`src/rtl/mod_mul_chk_step.sv`:
```
// One interleaved step: (2*acc mod M), then optionally (+A mod M).
module mod_add_sub_step #(
  parameter int IP_WIDTH = 6
) (
  input  logic [IP_WIDTH-1:0] i_acc,
  input  logic [IP_WIDTH-1:0] i_a,
  input  logic [IP_WIDTH-1:0] i_mod,
  input  logic                i_bit,
  output logic [IP_WIDTH-1:0] o_acc
);

  logic [IP_WIDTH:0] w_mod_ext;
  logic [IP_WIDTH:0] w_dbl;
  logic [IP_WIDTH:0] w_dbl_red;
  logic [IP_WIDTH:0] w_sum;
  logic [IP_WIDTH:0] w_sum_red;

  // acc < M and A < M keep both intermediates below 2M, so one extra bit suffices
  always_comb begin
    w_mod_ext = {1'b0, i_mod};
    w_dbl     = {i_acc, 1'b0};
    if (w_dbl >= w_mod_ext) begin
      w_dbl_red = w_dbl - w_mod_ext;
    end else begin
      w_dbl_red = w_dbl;
    end
    w_sum = w_dbl_red + {1'b0, i_a};
    if (w_sum >= w_mod_ext) begin
      w_sum_red = w_sum - w_mod_ext;
    end else begin
      w_sum_red = w_sum;
    end
    if (i_bit) begin
      o_acc = w_sum_red[IP_WIDTH-1:0];
    end else begin
      o_acc = w_dbl_red[IP_WIDTH-1:0];
    end
  end

endmodule

```
`config.mk`:
```
export PLATFORM = sky130hd
export DESIGN_NAME = mod_add_sub_step
export DESIGN_NICKNAME = d
export VERILOG_FILES = /design/src/rtl/mod_mul_chk_step.sv
export SDC_FILE = /design/constraint.sdc
export NUM_CORES = 1
export LEC_CHECK = 0
export CAP_MARGIN = 20
export CORE_MARGIN = 3
export CORE_UTILIZATION = 30
export DETAILED_ROUTE_END_ITERATION = 6
export PLACE_DENSITY = 0.58
export SLEW_MARGIN = 25
export SYNTH_ARGS = -nofsm -noshare
export SYNTH_HDL_FRONTEND = slang
export SYNTH_SLANG_ARGS = --single-unit
```
`constraint.sdc`:
```
create_clock -name vclk -period 5.3
set_input_delay 0.53 -clock vclk [all_inputs]
set_output_delay 0.53 -clock vclk [all_outputs]
set_load 0.005 [all_outputs]
```
==> metrics, run 1 <==
area of the multi-input gates approximately 1200 µm²; number of distinct library cells after synthesis 48; Antenna Violating Nets Remaining 0; Die Ht 66.1 µm; initial antenna violation count 0; # clk buffers 0; VDD IR-drop max roughly 0.13 mV; Placement Cell Area 1720 µm²; final WL ~3800 µm; Register Area 0 µm²; placer congestion estimate just under 1; most frequent cell after synthesis ha_1; layout cell share with drive strength beyond 1 between 50% and 60%; Mapped Area approximately 1100 µm²; gr usage total approximately 18%; Avg Cell Area, Syn approximately 7.9 µm²; status finished clean; die area 4370 µm²; Filler Cell Count ~290; sequential fraction of the synthesis area 0%; Synth Instances ~140; total grt overflow 0; WHS roughly 1800 ps; worst-margin pin slew ~760 ps; final instance area around 2100 µm²; Post-Layout Cell Count 264; Startpoint Class input port; Crit Path Max Fanout 4; syn nets between 150 and 200; Layout Nets approximately 260; Critical Setup Path Class input port to primary output; length of the first detailed-routing pass in iterations 4; vias in the first global route about 1,400; vias per cell 5.04; share of the synthesized area in the top cell type between 20% and 30%; max-slew violations 0; Ys Warns 0; Slowest cell on crit path clkdlybuf4s50_1; io pins 25; CTS Hold Bufs 0; Antenna diodes 0; Setup crit start i_mod[5]; drt drc 0; Crit path required time approximately 4800 ps; wire length per cell 14.5 µm; largest net degree at the start of global routing 13; CP top delay family buffers and inverters; Detail Placement HPWL a little under 3000 µm; period utilization between 90% and 100%; Initial Util 31.7%; Area Overhead vs Synth 89.4%; worst path cell trace clkdlybuf4s50_1 -> inv_2 -> ha_4 -> a211oi_4 -> nand2_2 -> nor2_4 -> mux2_4 -> ha_1 -> a21o_1 -> a21oi_2 -> buf_4 -> xnor2_2 -> ha_1 -> nand4_1 -> o21bai_2 -> buf_4 -> or3_2 -> a41o_1 -> dlygate4sd2_1; total power 571 µW; Leak between 0.0009 and 0.001 µW; CP arrival between 4000 and 5000 ps; Hold Fails Final Rpt 0; Port-buffer cells 25; Placement Setup Slack -640 ps; CP max stage delay ~470 ps; Synth area leaders ha_1 23%, xnor2_1 5.7%, fa_1 5.5%; chip width between 60 and 70 µm; Core Area 3420 µm²; setup slack after layout approximately 120 ps; DR vias between 1,000 and 1,500; worst hold path class input port to primary output; maxcap violations 0; most frequent cells after synthesis 20 x ha_1, 16 x inv_1, 11 x nor2_1; Yosys top cell by area ha_1; Tmin final ~5200 ps; Pwr Density between 200 and 300 nW/µm²; FF+latch count 0; CP endpoint kind primary output; slew margin rel. between 40% and 50%; final setup vio count 0; worst path buffer plus inverter count 5; Fmax achieved 193 MHz; global-route wire length before repair 6260 µm; # rows 21; dpl cells 253; hold path startpoint i_acc[0]; initial DRC count just under 80
==> cell type report <==
cell class,instances,share of cell area [%]
Tap cell,46,2.80
Timing Repair Buffer,84,34.3
Multi-Input combinational cell,118,59.9
Inverter,16,2.93
==> metrics by stage <==
stage | utilization, % | TNS, ps
finish | 60.1 | 0
floorplan | - | 0
global placement | 50.3 | -2550
detailed placement | 50.3 | -3020
global route | 60.1 | -123
CTS | 55.8 | -43.5
==> power by group <==
part           switching (µW)  total (µW)  leakage [µW]  internal (µW)
sequential                  0           0             0              0
clock                       0           0             0              0
combinational             252         571      0.000962            319
total                     252         571      0.000962            319
==> routing by layer <==
metal	global-route usage [%]	part of all wire, %	vias up	routed length, µm
met3	1.36	5.6	4	214
met2	34.1	51	40	1940
met1	21.7	44	618	1670
met4	1.02	0.18	0	7
met5	0	0	-	0
li1	-	-	668	-
==> cells in the final DEF (no fill, tap or decap), types with 3 or more instances in the layout <==
cell type,instances
nand2_1,6
ha_4,8
dlymetal6s2s_1,5
a21oi_1,4
nand2_2,3
xor2_1,3
inv_1,10
inv_2,6
mux2_4,3
xnor2_1,5
nor2_1,8
clkdlybuf4s50_1,14
a21o_1,4
nand2b_1,3
dlygate4sd2_1,3
buf_4,57
o31ai_1,3
ha_1,10
==> final timing paths <==
| kind | end | depth (start not counted) |
|---|---|---|
| max | o_acc[5] | 19 |
| min | o_acc[1] | 6 |
==> repair_timing <==
| item | CTS | global route |
|---|---|---|
| pin swaps | 14 | 19 |
| gates cloned | 0 | 0 |
| endpoints found under the setup margin | 6 | 6 |
| gates resized for setup | 36 | 32 |
| buffers inserted | 9 | 2 |
==> kinds of logic (layout without fill, tap and decap cells) <==
family / count (synthesis) / after routing / synth area share [%]
compound gates: 42 / 42 / 29.7
simple gates: 39 / 39 / 20.9
fa+ha+maj: 23 / 23 / 28.6
buf+inv: 19 / 100 / 8.78
xor+xnor: 11 / 11 / 8.89
mux: 3 / 3 / 3.12
(Power assumes the default switching activity.)
==> run 2: changes to the inputs <==
CAP_MARGIN = 0   (was 20)
CORE_ASPECT_RATIO = 1.1   (was not set)
==> run 2 against run 1 <==
  * Sequential share of layout area unchanged
  * Die area about the same
  * First-iteration DRC count down 51%
  * Non-clock buffer count up 7
  * Largest cell class unchanged
==> metrics, run 2 (synthesis gave the netlist of run 1 again) <==
Layout Nets around 270; Filler Cell Count 280; total power about 650 µW; # rows 22; DR vias 1,381; area of the multi-input gates roughly 1300 µm²; VDD IR-drop max approximately 0.14 mV; Port-buffer cells 25; initial antenna violation count 0; total grt overflow 0; Hold Fails Final Rpt 0; CP endpoint kind primary output; Startpoint Class input port; FF+latch count 0; Core Area ~3400 µm²; Crit path required time ~4800 ps; final WL just under 4000 µm; period utilization between 90% and 100%; Die Ht 69.0 µm; Detail Placement HPWL 2770 µm; Pwr Density 294 nW/µm²; Post-Layout Cell Count 273; Antenna Violating Nets Remaining 0; max-slew violations 0; final setup vio count 0; Crit Path Max Fanout 5; io pins 25; chip width roughly 63 µm; length of the first detailed-routing pass in iterations 4; Area Overhead vs Synth 103%; layout cell share with drive strength beyond 1 57.3%; # clk buffers 0; Setup crit start i_mod[0]; placer congestion estimate 0.885; status finished clean; commonest non-fill, non-tap cells in the layout 66 x buf_4, 13 x ha_4, 11 x clkdlybuf4s50_1; Register Area 0 µm²; Switching Fraction between 40 and 50%; Reg power frac 0%; dpl cells ~250; global-route wire length before repair around 6300 µm; most common cell after layout, fill and taps aside buf_4; worst hold path class input port to primary output; vias per cell slightly above 5; largest net degree at the start of global routing 13; worst-margin pin slew 559 ps; wire length per cell 14.2 µm; Tmin final approximately 5200 ps; slew margin rel. between 60% and 70%; drt drc 0; Net Switching 277 µW; maxcap violations 0; Fmax achieved roughly 190 MHz; combinational fraction of design power 100.0%; Leak 0.00102 µW; die area between 4000 and 5000 µm²; CP arrival ~4600 ps; Initial Util about a third; gr usage total between 10% and 20%; vias in the first global route between 1,000 and 1,500; Clock power frac 0%; Antenna diodes 0; CP Capture Point o_acc[0]; Critical Setup Path Class input port to primary output; setup TNS after final layout 0 ps; internal power between 300 and 400 µW; initial DRC count 38
## run 2: changes by cell type in the layout (fill, tap and decap cells not counted), sizes merged
cell	previous run	this run
clkdlybuf4s15	2	1
clkbuf	0	1
buf	60	67
dlymetal6s2s	5	7
clkdlybuf4s50	14	11
dlygate4sd2	3	4
## run 2: final cells by class
| cell class | count | area share, % |
|---|---|---|
| multi-input combinational | 118 | 60.5 |
| inverter | 16 | 2.73 |
| tap | 48 | 2.73 |
| timing repair buffer | 91 | 34.0 |
## run 2: stage by stage
stage	utilization (%)	hold slack, ps	worst slack, ps	cell area [µm²]
3_3_place_gp	50.1	2380	-470	1710
6_report	64.4	1770	144	2200
2_1_floorplan	-	1230	178	1080
4_1_cts	57.9	2070	-6.63	1980
5_1_grt	64.4	1820	-7.28	2200
3_5_place_dp	50.1	2380	-546	1710
## run 2: worst min path at each step
stage | from | end | slack, ps | cells after the start
after global routing | i_acc[1] | o_acc[2] | 1820 | 6
after floorplan | i_bit | o_acc[3] | 1230 | 3
after global placement | i_bit | o_acc[1] | 2380 | 3
after detailed placement | i_bit | o_acc[1] | 2380 | 3
final | i_acc[1] | o_acc[2] | 1770 | 6
after CTS | i_bit | o_acc[1] | 2070 | 3
## run 2: per-layer routing
layer	track usage [%]	wire length, µm	vias to the layer above
li1	-	-	686
met1	20.5	1550	647
met2	32.7	2130	44
met3	1.30	169	4
met4	3.12	38	0
met5	0	0	-
## run 2: power by group through the flow
stage	registers (µW)	clock network (µW)	logic, µW
6_report	0	0	646
5_1_grt	0	0	704
4_1_cts	0	0	572
3_5_place_dp	0	0	490
3_3_place_gp	0	0	483
2_1_floorplan	0	0	269
## run 2: what timing repair did
| item | in CTS | in global routing |
|---|---|---|
| resized for setup | 47 | 38 |
| cloned | 0 | 0 |
| setup endpoints to repair | 6 | 6 |
| setup buffers | 14 | 5 |
| pin swaps | 16 | 24 |
| hold buffers | 0 | 0 |
## run 2: critical path, stage by stage
cell	delay [ps]
clkdlybuf4s50_1	480
inv_2	140
ha_4	140
nand2_2	60
a31oi_4	220
nor2_4	60
buf_4	140
nor2_4	120
ha_4	140
inv_1	50
fa_2	550
inv_2	60
ha_4	210
nor2b_1	130
o21a_1	210
o21ai_2	160
a211oi_2	90
buf_4	150
buf_4	140
o41a_2	470
a21oi_2	130
clkdlybuf4s15_1	210
==> run 3: changes to the inputs <==
CELL_PAD_IN_SITES_DETAIL_PLACEMENT = 1   (was not set)
CELL_PAD_IN_SITES_GLOBAL_PLACEMENT = 2   (was not set)
CORE_UTILIZATION = 28   (was 30)
PLACE_DENSITY = 0.85   (was 0.58)
==> run 3 against run 2 <==
  * Die area up 6.5%
  * Worst hold slack gained 180 ps
  * First-iteration DRC count increased by 26%
  * Power increased by 2.8%
  * Core utilization shrank 5.2 points
  * Critical path depth fell by 1
  * Design area shrank 0.80%
  * Critical path type unchanged
  * Largest power group unchanged
==> metrics, run 3 (synthesis gave the netlist of run 1 again) <==
status finished clean; Area Overhead vs Synth 101%; max-slew violations 0; area of the multi-input gates between 1000 and 1500 µm²; setup TNS after final layout 0 ps; vias in the first global route 1,533; vias per cell around 5.3; final instance area 2180 µm²; Detail Placement HPWL about 3400 µm; drt drc 0; Hold Fails Final Rpt 0; VDD IR-drop max around 0.16 mV; # rows 23; die area ~4700 µm²; final WL about 5000 µm; length of the first detailed-routing pass in iterations 4; Tmin final roughly 5200 ps; FF+latch count 0; commonest non-fill, non-tap cells in the layout 56 x buf_4, 14 x clkdlybuf4s50_1, 13 x ha_4; initial DRC count 48; Startpoint Class input port; final setup vio count 0; maxcap violations 0; initial antenna violation count 0; layout cell share with drive strength beyond 1 57.9%; Port-buffer cells 25; Crit Path Max Fanout 7; Placement Cell Area approximately 1700 µm²; Antenna Violating Nets Remaining 0; CP endpoint kind primary output; Antenna diodes 0; period utilization a little over nine tenths; Critical Setup Path Class input port to primary output; total grt overflow 0; Leak between 0.0009 and 0.001 µW; most common cell after layout, fill and taps aside buf_4; Fmax achieved about 190 MHz; DR vias 1,398; Register Area 0 µm²; worst hold path class input port to primary output; Pwr Density 304 nW/µm²; Placement Setup Slack -699 ps; placer congestion estimate approximately 0.85; gr usage total 20.2%; Core Area 3680 µm²; global-route wire length before repair about 7500 µm; CP arrival 4660 ps; Die Ht approximately 71 µm; Filler Cell Count around 440; largest net degree at the start of global routing 13; Layout Nets 260; chip width between 60 and 70 µm; Util after Layout between 50% and 60%; Initial Util between 20% and 30%; total power roughly 660 µW; slew margin rel. about 66%; Crit path required time approximately 4800 ps; # clk buffers 0; wire length per cell 18.9 µm; io pins 25; setup slack after layout about 110 ps; worst-margin pin slew approximately 510 ps
[run 3: cell count changes in the layout (fill, tap and decap cells not counted), sizes merged]
cell           previous run  this run
clkdlybuf4s15             1         2
buf                      67        59
clkbuf                    1         0
dlymetal6s2s              7         3
clkdlybuf4s50            11        14
[run 3: what timing repair did]
| action | CTS | global route |
|---|---|---|
| gates resized for setup | 57 | 32 |
| pin swaps | 21 | 21 |
| hold buffers | 0 | 0 |
| setup endpoints to repair | 6 | 6 |
| setup buffers | 9 | 1 |
[run 3: layout make-up]
type                       instances  area share (%)
multi-input combinational        118            63.4
tap                               50            2.87
timing repair buffer              82            31.0
inverter                          16            2.75
[run 3: final timing paths]
check,startpoint,to,slack [ps],cells past startpoint
setup / recovery,i_mod[4],o_acc[2],110,21
hold / removal,i_mod[1],o_acc[1],1940,7
[run 3: metal layers]
layer  vias up  global-route usage, %  wire (µm)
met2        37                   42.2       2820
met1       685                   22.1       1890
met5         -                      0          0
li1        664                      -          -
met3        12                   1.57        187
met4         0                   2.30        124
[run 3: critical path, cell delays in order]
cell	delay [ps]
clkdlybuf4s50_1	450
inv_1	90
ha_4	320
nand3_4	70
a31oi_4	220
nor2_4	70
buf_4	160
nor2_4	100
ha_4	150
inv_2	40
fa_2	560
inv_2	60
ha_4	220
nor2b_1	130
o21a_1	190
o21ai_2	150
a211oi_2	110
buf_4	170
o41a_4	460
a22o_1	200
clkdlybuf4s15_2	210
[run 3: per-stage QoR]
| stage | cells | hold WS, ps |
|---|---|---|
| floorplan | 137 | 1230 |
| global placement | 256 | 2380 |
| detailed placement | 256 | 2380 |
| CTS | 265 | 1990 |
| global route | 266 | 2030 |
| finish | 266 | 1940 |
[run 3: report_power, final]
group	leakage, µW	internal, µW	switching [µW]
clock	0	0	0
combinational	0.000955	357	307
sequential	0	0	0
total	0.000955	357	307
